[src/rtl/alu_arbiter.sv]
// Round-robin arbiter sharing one combinational ALU between two requesters.
// States: IDLE = waiting for a request | EXEC = ALU evaluating registered operands | RESP = result held for owner.
module alu_arbiter #(
   parameter int unsigned     W           = 4,
   parameter logic [W-1:0]    DIV0_RESULT = 4'hF
) (
   input  logic         clk,
   input  logic         rst_n,
   input  logic         req0_valid,
   output logic         req0_ready,
   input  logic [2:0]   req0_oc,
   input  logic [W-1:0] req0_a,
   input  logic [W-1:0] req0_b,
   output logic         rsp0_valid,
   input  logic         rsp0_ready,
   output logic [W-1:0] rsp0_f,
   output logic         rsp0_err,
   input  logic         req1_valid,
   output logic         req1_ready,
   input  logic [2:0]   req1_oc,
   input  logic [W-1:0] req1_a,
   input  logic [W-1:0] req1_b,
   output logic         rsp1_valid,
   input  logic         rsp1_ready,
   output logic [W-1:0] rsp1_f,
   output logic         rsp1_err,
   output logic [2:0]   alu_oc,
   output logic [W-1:0] alu_a,
   output logic [W-1:0] alu_b,
   input  logic [W-1:0] alu_f,
   output logic         busy
);

   localparam logic [2:0] OC_DIV = 3'b011;

   typedef enum logic [1:0] {
      IDLE = 2'd0,
      EXEC = 2'd1,
      RESP = 2'd2
   } state_t;

   state_t       state;
   state_t       state_nxt;
   logic         ptr;
   logic         owner;
   logic [2:0]   op_oc;
   logic [W-1:0] op_a;
   logic [W-1:0] op_b;
   logic [W-1:0] res_f;
   logic         res_err;
   logic         grant0;
   logic         grant1;
   logic         rsp_take;

   always_comb begin
      state_nxt = state;
      grant0    = 1'b0;
      grant1    = 1'b0;
      rsp_take  = 1'b0;
      case (state)
         IDLE: begin
            if (req0_valid && (!req1_valid || !ptr)) begin
               grant0 = 1'b1;
            end else if (req1_valid) begin
               grant1 = 1'b1;
            end
            if (grant0 || grant1) begin
               state_nxt = EXEC;
            end
         end
         EXEC: state_nxt = RESP;
         RESP: begin
            rsp_take = owner ? rsp1_ready : rsp0_ready;
            if (rsp_take) begin
               state_nxt = IDLE;
            end
         end
         default: state_nxt = IDLE;
      endcase
   end

   always_ff @(posedge clk or negedge rst_n) begin
      if (!rst_n) begin
         state   <= IDLE;
         ptr     <= 1'b0;
         owner   <= 1'b0;
         op_oc   <= '0;
         op_a    <= '0;
         op_b    <= '0;
         res_f   <= '0;
         res_err <= 1'b0;
      end else begin
         state <= state_nxt;
         if (grant0 || grant1) begin
            owner <= grant1;
            op_oc <= grant1 ? req1_oc : req0_oc;
            op_a  <= grant1 ? req1_a  : req0_a;
            op_b  <= grant1 ? req1_b  : req0_b;
         end
         if (state == EXEC) begin
            // The ALU quotient is undefined for b=0, so substitute a fixed code.
            if (op_oc == OC_DIV && op_b == '0) begin
               res_f   <= DIV0_RESULT;
               res_err <= 1'b1;
            end else begin
               res_f   <= alu_f;
               res_err <= 1'b0;
            end
         end
         if (rsp_take) begin
            ptr <= ~owner;
         end
      end
   end

   // Readys are gated by rst_n so they drop immediately while reset is held.
   assign req0_ready = grant0 & rst_n;
   assign req1_ready = grant1 & rst_n;
   assign rsp0_valid = (state == RESP) && !owner;
   assign rsp1_valid = (state == RESP) && owner;
   assign rsp0_f     = res_f;
   assign rsp1_f     = res_f;
   assign rsp0_err   = res_err;
   assign rsp1_err   = res_err;
   assign alu_oc     = op_oc;
   assign alu_a      = op_a;
   assign alu_b      = op_b;
   assign busy       = (state != IDLE);

endmodule

[config.mk]
export PLATFORM = sky130hd
export DESIGN_NAME = alu_arbiter
export DESIGN_NICKNAME = d
export VERILOG_FILES = /design/src/rtl/alu_arbiter.sv
export SDC_FILE = /design/constraint.sdc
export NUM_CORES = 1
export LEC_CHECK = 0
export BUFFER_PORTS_ARGS = -buffer_cell sky130_fd_sc_hd__buf_2
export CORE_MARGIN = 8
export CORE_UTILIZATION = 46
export CTS_CLUSTER_DIAMETER = 30
export DETAILED_ROUTE_END_ITERATION = 16
export PLACE_DENSITY = 0.85
export SYNTH_ARGS = -nofsm -noshare
export SYNTH_HDL_FRONTEND = slang
export SYNTH_SLANG_ARGS = --single-unit
[constraint.sdc]
create_clock -name clk -period 3.1 [get_ports clk]
set_clock_uncertainty 0.1 [all_clocks]
set_input_delay 0.62 -clock clk [delete_from_list [all_inputs] [get_ports clk]]
set_output_delay 0.62 -clock clk [all_outputs]
set_load 0.01 [all_outputs]
Yosys cells after proc, flatten, opt, wreduce, memory -nomap -nowiden --
Cells that the tools add are included. Widths: inputs -> output; s select.
Operators by class: bitwise gates (word level) 3, multiplexer cells 17, reductions and logical operators 14, eq/ne operators 5
Operator list (number):
- $mux 4 | 3
- $mux 1 | 10
- $pmux 2 s3 | 1
- $logic_and 1x1->1 | 4
- $logic_not 4->1 | 1
- $mux 2 | 2
- $ne 2x2->1 const B | 2
- $eq 3x2->1 const B | 1
- $logic_not 1->1 | 3
- $logic_or 1x1->1 | 3
- $mux 3 | 1
- $and 1x1->1 | 2
- $eq 2x1->1 const B | 1
- $eq 2x2->1 const B | 1
- $logic_not 2->1 | 1
- $reduce_and 2->1 | 1
- $reduce_bool 2->1 | 1
- $not 1->1 | 1
Storage, ports and cells: flip-flop bits (word level) 20, logic and storage cells 47

Longest topological paths before layout --
Gate-level depths: netlist (run 1).
depth after elaboration 8, depth in mapped cells 5

Worst setup path after synthesis (run 1) --
Ideal clock, no wire load.
kind input to output, start input req0_valid, end output req1_ready, path buffers 1, stages 4, path slack 1.188 ns, data arrival time 1.192 ns, data required time 2.380 ns, path through nand2b_1 > and3_4 > buf_6 > and2_1
Between the ends: cells in the longest elaborated chain, start to end 5
RTL lines:
- start: declaration | RTL line 9 | input logic req0_valid,
- $logic_and 1x1->1 | RTL line 62 | if (req0_valid && (!req1_valid || !ptr)) begin
- $mux 1 | RTL line 62
- $mux 1 (2 in a row) | RTL line 60 | case (state)
- $and 1x1->1 | RTL line 118 | assign req1_ready = grant1 & rst_n;
- end: declaration | RTL line 19 | output logic req1_ready,
Every way passes these cells. The select of a mux whose other input is x is not followed.

Final worst setup path (run 1) --
start register ptr, end output req1_ready
Between the ends: cells in the longest elaborated chain, start to end 7
RTL lines:
- start: declaration | RTL line 44 | logic ptr;
- start signal: assignment | RTL line 111 | ptr <= ~owner;
- $logic_not 1->1 | RTL line 62
- $logic_or 1x1->1 | RTL line 62
- $logic_and 1x1->1 | RTL line 62
- $mux 1 | RTL line 62
- $mux 1 (2 in a row) | RTL line 60
- $and 1x1->1 | RTL line 118
Every way passes these cells. The select of a mux whose other input is x is not followed.

==> impl_results.md, run 1 <==
- TritonCTS buffer count: 3
- Delay-heaviest family, CP: simple AND/OR/NAND/NOR gates
- Synthesized area: 0.00105 mm²
- Yosys cell types: 24
- Clock-pin slew on the worst setup and hold paths: 0.10 ns
- Min-delay worst type: in -> async
- Power per cell area: 929 mW/mm²
- Cells after Synth: 117
- Final nets: 200
- Pin count of the biggest net entering global routing: 16
- Share of the synthesized area in the top cell type: 0.478
- Fin crit period: 2.42 ns
- DRT Pass-1 Iters: 4
- Number of antenna violations at the first check in global routing: 0
- Count of port buffers added during placement: 57
- Post CTS Setup Buffer Count: 0
- Detailed-route via count: 1055
- FMAX: 0.414 GHz
- DRC: 0
- Routed wire per std cell: 14.5 µm
- Die width: 63.7 µm
- Setup crit start: ptr
- Htree depth: 1
- Critical Path Max Stage Delay: 0.40 ns
- WP buf/inv: 1
- Vias/cell: 5.44
- Routed WL: 2810 µm
- CP required: 2.38 ns
- CP Class: reg -> out
- Share of cells above drive strength 1: 0.380
- # setup viols final: 0
- Status: complete, no violations
- Crit-path cells: nand2b_1, and3_4, and2_1, buf_2
- Row count: 17
- Setup tns final: 0 ns
- Flop2flop setup slack: 1.34 ns
- GRT Residual Overflow: 0
- RSZ-0062 raised after global routing: false
- I/O pins: 58
- CP arrival: 1.70 ns
- TritonCTS Sinks: 20
- Leak Pwr: 0.000682 µW
- Initial Util: 0.478
- Die footprint: 0.00406 mm²
- Post-Syn Nets: 149
- Synth area leader: dfrtp_1
- Clock Path Buffers: 2
- Worst slew margin: 0.413
- CP Launch Type: flop
- CTS tree: yes
- RR Startpoint: state[1]
- Critical path's slowest cell: dfrtp_1
- HPWL Detailed: 2320 µm
- Antenna viol nets, final: 0
- Final cycle utilization of the critical path: 0.779
- Clk_lat worst skew: 0.29 ns
- CORE AREA: 0.00219 mm²
- Post-synthesis sequential area ratio: 0.478
- Worst setup EP type: output pin
- ANT cells: 0
- DRT iter0 DRCs: 32
- Hold slack: 0.0740 ns
- First-pass GRT wire length: 4690 µm
- Worst VDD drop: 0.000515 V
- CTS root buf: clkbuf_4
- Warnings, synthesis: 0
- Mean Syn Cell Area: 8.95 µm²
- DIE HEIGHT: 63.7 µm
- Post-CTS sizing: 0
- Area Growth Syn to Fin: 26.4%
- Fin. max-slew vios: 0
- GPL Wtd Cong: 0.803
- Crit-path max FO: 13
- Maximum capacitance violations: 0
- Via count of the first global-routing pass: 1060
- Top cells by area, synth: dfrtp_1 48%, o311ai_1 9.2%, nand4_1 7.2%
- Final-report hold violation count: 0
- Measured slew at the worst slew-check pin: 0.875 ns
- Total GRT Usage: 0.137
- CTS hold repair buffers: 0
- Synthesized flop and latch total: 20
==> power breakdown <==
group / internal, µW / switching (µW)
Sequential: 388 / 101
Clock: 45.1 / 69.1
Combinational: 255 / 371
Total: 688 / 542
==> Yosys cell counts <==
library cell  count
dfrtp_1          20
inv_1            15
o21ai_0          14
nand4_1          12
nor2_1           12
o311ai_1         11
a21oi_1           6
buf_4             5
clkbuf_1          4
buf_2             2
nand2b_1          2
o21ai_1           2
a21o_1            1
a31oi_1           1
and2_1            1
and2b_1           1
and3_1            1
and3_4            1
buf_6             1
nand2_1           1
nand3_1           1
nor2_4            1
nor3_1            1
or2b_1            1
==> final cells by class <==
type	instances	area, µm²
Multi-Input combinational cell	70	417
Tap cell	28	35.0
Sequential cell	20	500
Inverter	15	56.3
Timing Repair Buffer	58	293
Clock buffer	3	22.5
Fill cell	196	867
==> layout by cell type (no fill, tap or decap), types with 2 or more instances in the layout <==
master / count
clkbuf_4: 3
dfrtp_1: 20
nand4_1: 12
a21oi_1: 6
o21ai_0: 14
nand2b_1: 2
inv_1: 15
nor2_1: 12
buf_2: 57
o21ai_1: 2
o311ai_1: 11
==> final timing paths <==
check,end,depth (start not counted)
min reg2reg,rsp0_err,2
max reg2reg,alu_oc[2],3
min in group clk,rsp0_err,2
min,owner,1
max in group asynchronous,alu_a[1],2
max,req1_ready,4
==> per-stage QoR <==
| stage | power, µW | util | cells | worst slack, ns | instance area [µm²] |
|---|---|---|---|---|---|
| after CTS | 1240 | 0.604 | 194 | 0.696 | 1320 |
| after global routing | 1330 | 0.604 | 194 | 0.613 | 1320 |
| final | 1230 | 0.604 | 194 | 0.685 | 1320 |
| after floorplan | 919 | - | 117 | 1.19 | 1050 |
| after detailed placement | 1130 | 0.594 | 191 | 0.719 | 1300 |
| after global placement | 1110 | 0.594 | 191 | 0.748 | 1300 |
==> layer usage <==
layer / vias to the layer above / GRT usage / routed length, µm
li1: 517 / - / -
met1: 475 / 0.161 / 1250
met2: 61 / 0.223 / 1270
met5: - / 0 / 0
met3: 2 / 0.0530 / 284
met4: 0 / 0.0418 / 12
==> state kept, by name (all words and copies together) (netlist names) <==
name / flops
alu_a: 4
alu_b: 4
state: 2
owner: 1
alu_oc: 3
rsp0_err: 1
rsp0_f: 4
ptr: 1
==> logic make-up after synthesis <==
family	share of synthesized area
compound gates	0.210
buf+inv	0.124
flops	0.478
simple gates	0.188
(Power assumes the default switching activity.)
==> inputs of run 2 (changes only) <==
- CORE_UTILIZATION: 46 -> 43
- PLACE_DENSITY: 0.85 -> 0.8
- clock period: 3.1 -> 2.54 ns (I/O delays scaled with it)
==> run 2 against run 1 <==
  * Hold slack better by 0.30 ns
  * Sequential share of layout area fell by 1.1 points
  * Global-route usage up 0.056 points
  * Critical endpoint unchanged
  * Wire length increased by 4.7%
  * Clock power is 59% higher
  * Critical path type unchanged
==> impl_results.md, run 2 (same netlist as run 1, synthesis figures left out) <==
- Min-delay worst type: in -> reg
- Area Growth Syn to Fin: 30.3%
- Fin. max-slew vios: 0
- Routed wire per std cell: 14.7 µm
- Clock network power share: 0.116
- P_int: 886 µW
- Number of antenna violations at the first check in global routing: 0
- Vias/cell: 5.29
- Comb pwr share: 0.498
- Via count of the first global-routing pass: 1092
- DRC: 0
- RSZ-0062 raised after global routing: false
- GRT Residual Overflow: 0
- Crit-path max FO: 15
- Post-Place Worst Slack: 0.554 ns
- Fin crit period: 2.30 ns
- Total GRT Usage: 0.137
- Top Usage Layer GRT: met2
- GR Util met2: 0.221
- CTS root buf: clkbuf_4
- Pin count of the biggest net entering global routing: 16
- CP required: 1.93 ns
- WP buf/inv: 1
- ANT cells: 0
- Most common cell after layout, fill and taps aside: buf_2
- TritonCTS buffer count: 3
- M3 GR Usage: 0.0476
- Critical Path Max Stage Delay: 0.46 ns
- Flop2flop setup slack: 0.91 ns
- Worst setup EP type: output pin
- Setup tns final: 0 ns
- Measured slew at the worst slew-check pin: 0.602 ns
- CP Launch Type: flop
- Htree depth: 1
- CP arrival: 1.70 ns
- CP endpoint: req1_ready
- GPL Wtd Cong: 0.843
- Detailed-route via count: 1058
- I/O pins: 58
- Maximum capacitance violations: 0
- HPWL Detailed: 2380 µm
- DRT iter0 DRCs: 47
- Final cycle utilization of the critical path: 0.907
- Final nets: 203
- Antenna viol nets, final: 0
- Hold slack: 0.378 ns
- Status: complete, no violations
- Worst slew margin: 0.597
- # setup viols final: 0
- Worst Min Path Start: req0_oc[1]
- CP Class: reg -> out
- Routed WL: 2940 µm
- Final-report hold violation count: 0
- CORE AREA: 0.00239 mm²
- Critical path's slowest cell: dfrtp_1
- Final worst slack: 0.235 ns
- Clock Path Buffers: 2
- Worst VDD drop: 0.000600 V
- RR Startpoint: state[1]
- DIE HEIGHT: 65.4 µm
- TritonCTS Sinks: 20
- FF-to-FF End: alu_a[3]
- Delay-heaviest family, CP: simple AND/OR/NAND/NOR gates
- Clock-pin slew on the worst setup and hold paths: 0.12 ns
- Number of cells on the critical path: 4
- CTS tree: yes
- Met1 usage: 0.169
- First-pass GRT wire length: 4810 µm
- Power per cell area: 1140 mW/mm²
- Post CTS Setup Buffer Count: 0
- FILL cells: 231
- Commonest cells after routing, fill and taps aside: 57 x buf_2, 20 x dfrtp_1, 15 x inv_1
- NetSw: 675 µW
- Share of cells above drive strength 1: 0.388
- Setup crit start: state[1]
- Clk_lat worst skew: 0.29 ns
- Initial Util: 0.439
- Die width: 65.4 µm
- Leak Pwr: 0.000702 µW
- Switching share of total power: 0.432
- FMAX: 0.434 GHz
- DRT Pass-1 Iters: 4
- Count of port buffers added during placement: 57
- Crit-path cells: nor2_4, and3_4, and2_1, buf_2
- Die footprint: 0.00427 mm²
- Worst r2r path cells: 4
- Seq pwr share: 0.385
- Row count: 18
-- run 2: changes by cell type in the layout (fill, tap and decap cells not counted), sizes merged --
cell	delta
dlygate4sd3	+1
clkbuf	+1
buf	+2
-- run 2: final cells by class --
| type | count | area, µm² | area share |
|---|---|---|---|
| tap | 30 | 37.5 | 0.0275 |
| inverter | 15 | 56.3 | 0.0412 |
| sequential | 20 | 500 | 0.367 |
| multi-input combinational | 70 | 417 | 0.305 |
| clock buffer | 4 | 36.3 | 0.0266 |
| timing repair buffer | 61 | 318 | 0.233 |
-- run 2: repair_timing --
action,in CTS,in global routing
endpoints found under the hold margin,11,0
gates resized for setup,0,0
hold buffers,1,0
endpoints found under the setup margin,0,0
-- run 2: worst min-delay path by stage --
stage                end  slack, ns  cells past startpoint
5_1_grt         alu_b[1]       0.37                      3
6_report       alu_oc[1]       0.38                      3
3_3_place_gp    rsp0_err       0.31                      1
4_1_cts         alu_a[0]       0.37                      3
2_1_floorplan   alu_a[0]       0.11                      0
3_5_place_dp   rsp0_f[2]       0.31                      1
-- run 2: power by group through the flow --
stage	clock (µW)	sequential, µW	combinational [µW]
after detailed placement	0	607	787
after global placement	0	595	765
after floorplan	0	644	478
final	181	602	778
after global routing	204	625	861
after CTS	187	602	790
-- run 2: per-layer routing --
layer,part of all wire,vias to the layer above
li1,-,522
met1,0.44,483
met2,0.46,51
met3,0.10,2
met4,0.0048,0
met5,0,-
-- run 2: metrics by stage --
| stage | util | cells | cell area (µm²) | power [µW] |
|---|---|---|---|---|
| final | 0.572 | 200 | 1370 | 1560 |
| after global routing | 0.572 | 200 | 1370 | 1690 |
| after CTS | 0.572 | 200 | 1370 | 1580 |
| after detailed placement | 0.552 | 195 | 1320 | 1390 |
| after global placement | 0.552 | 195 | 1320 | 1360 |
| after floorplan | - | 117 | 1050 | 1120 |
-- run 2: worst reg2reg max path, cell delays in order (launching register included) --
cell and delay [ns]:
dfrtp_1 0.46, nor2_4 0.32, o21ai_1 0.11, buf_4 0.20, o311ai_1 0.31
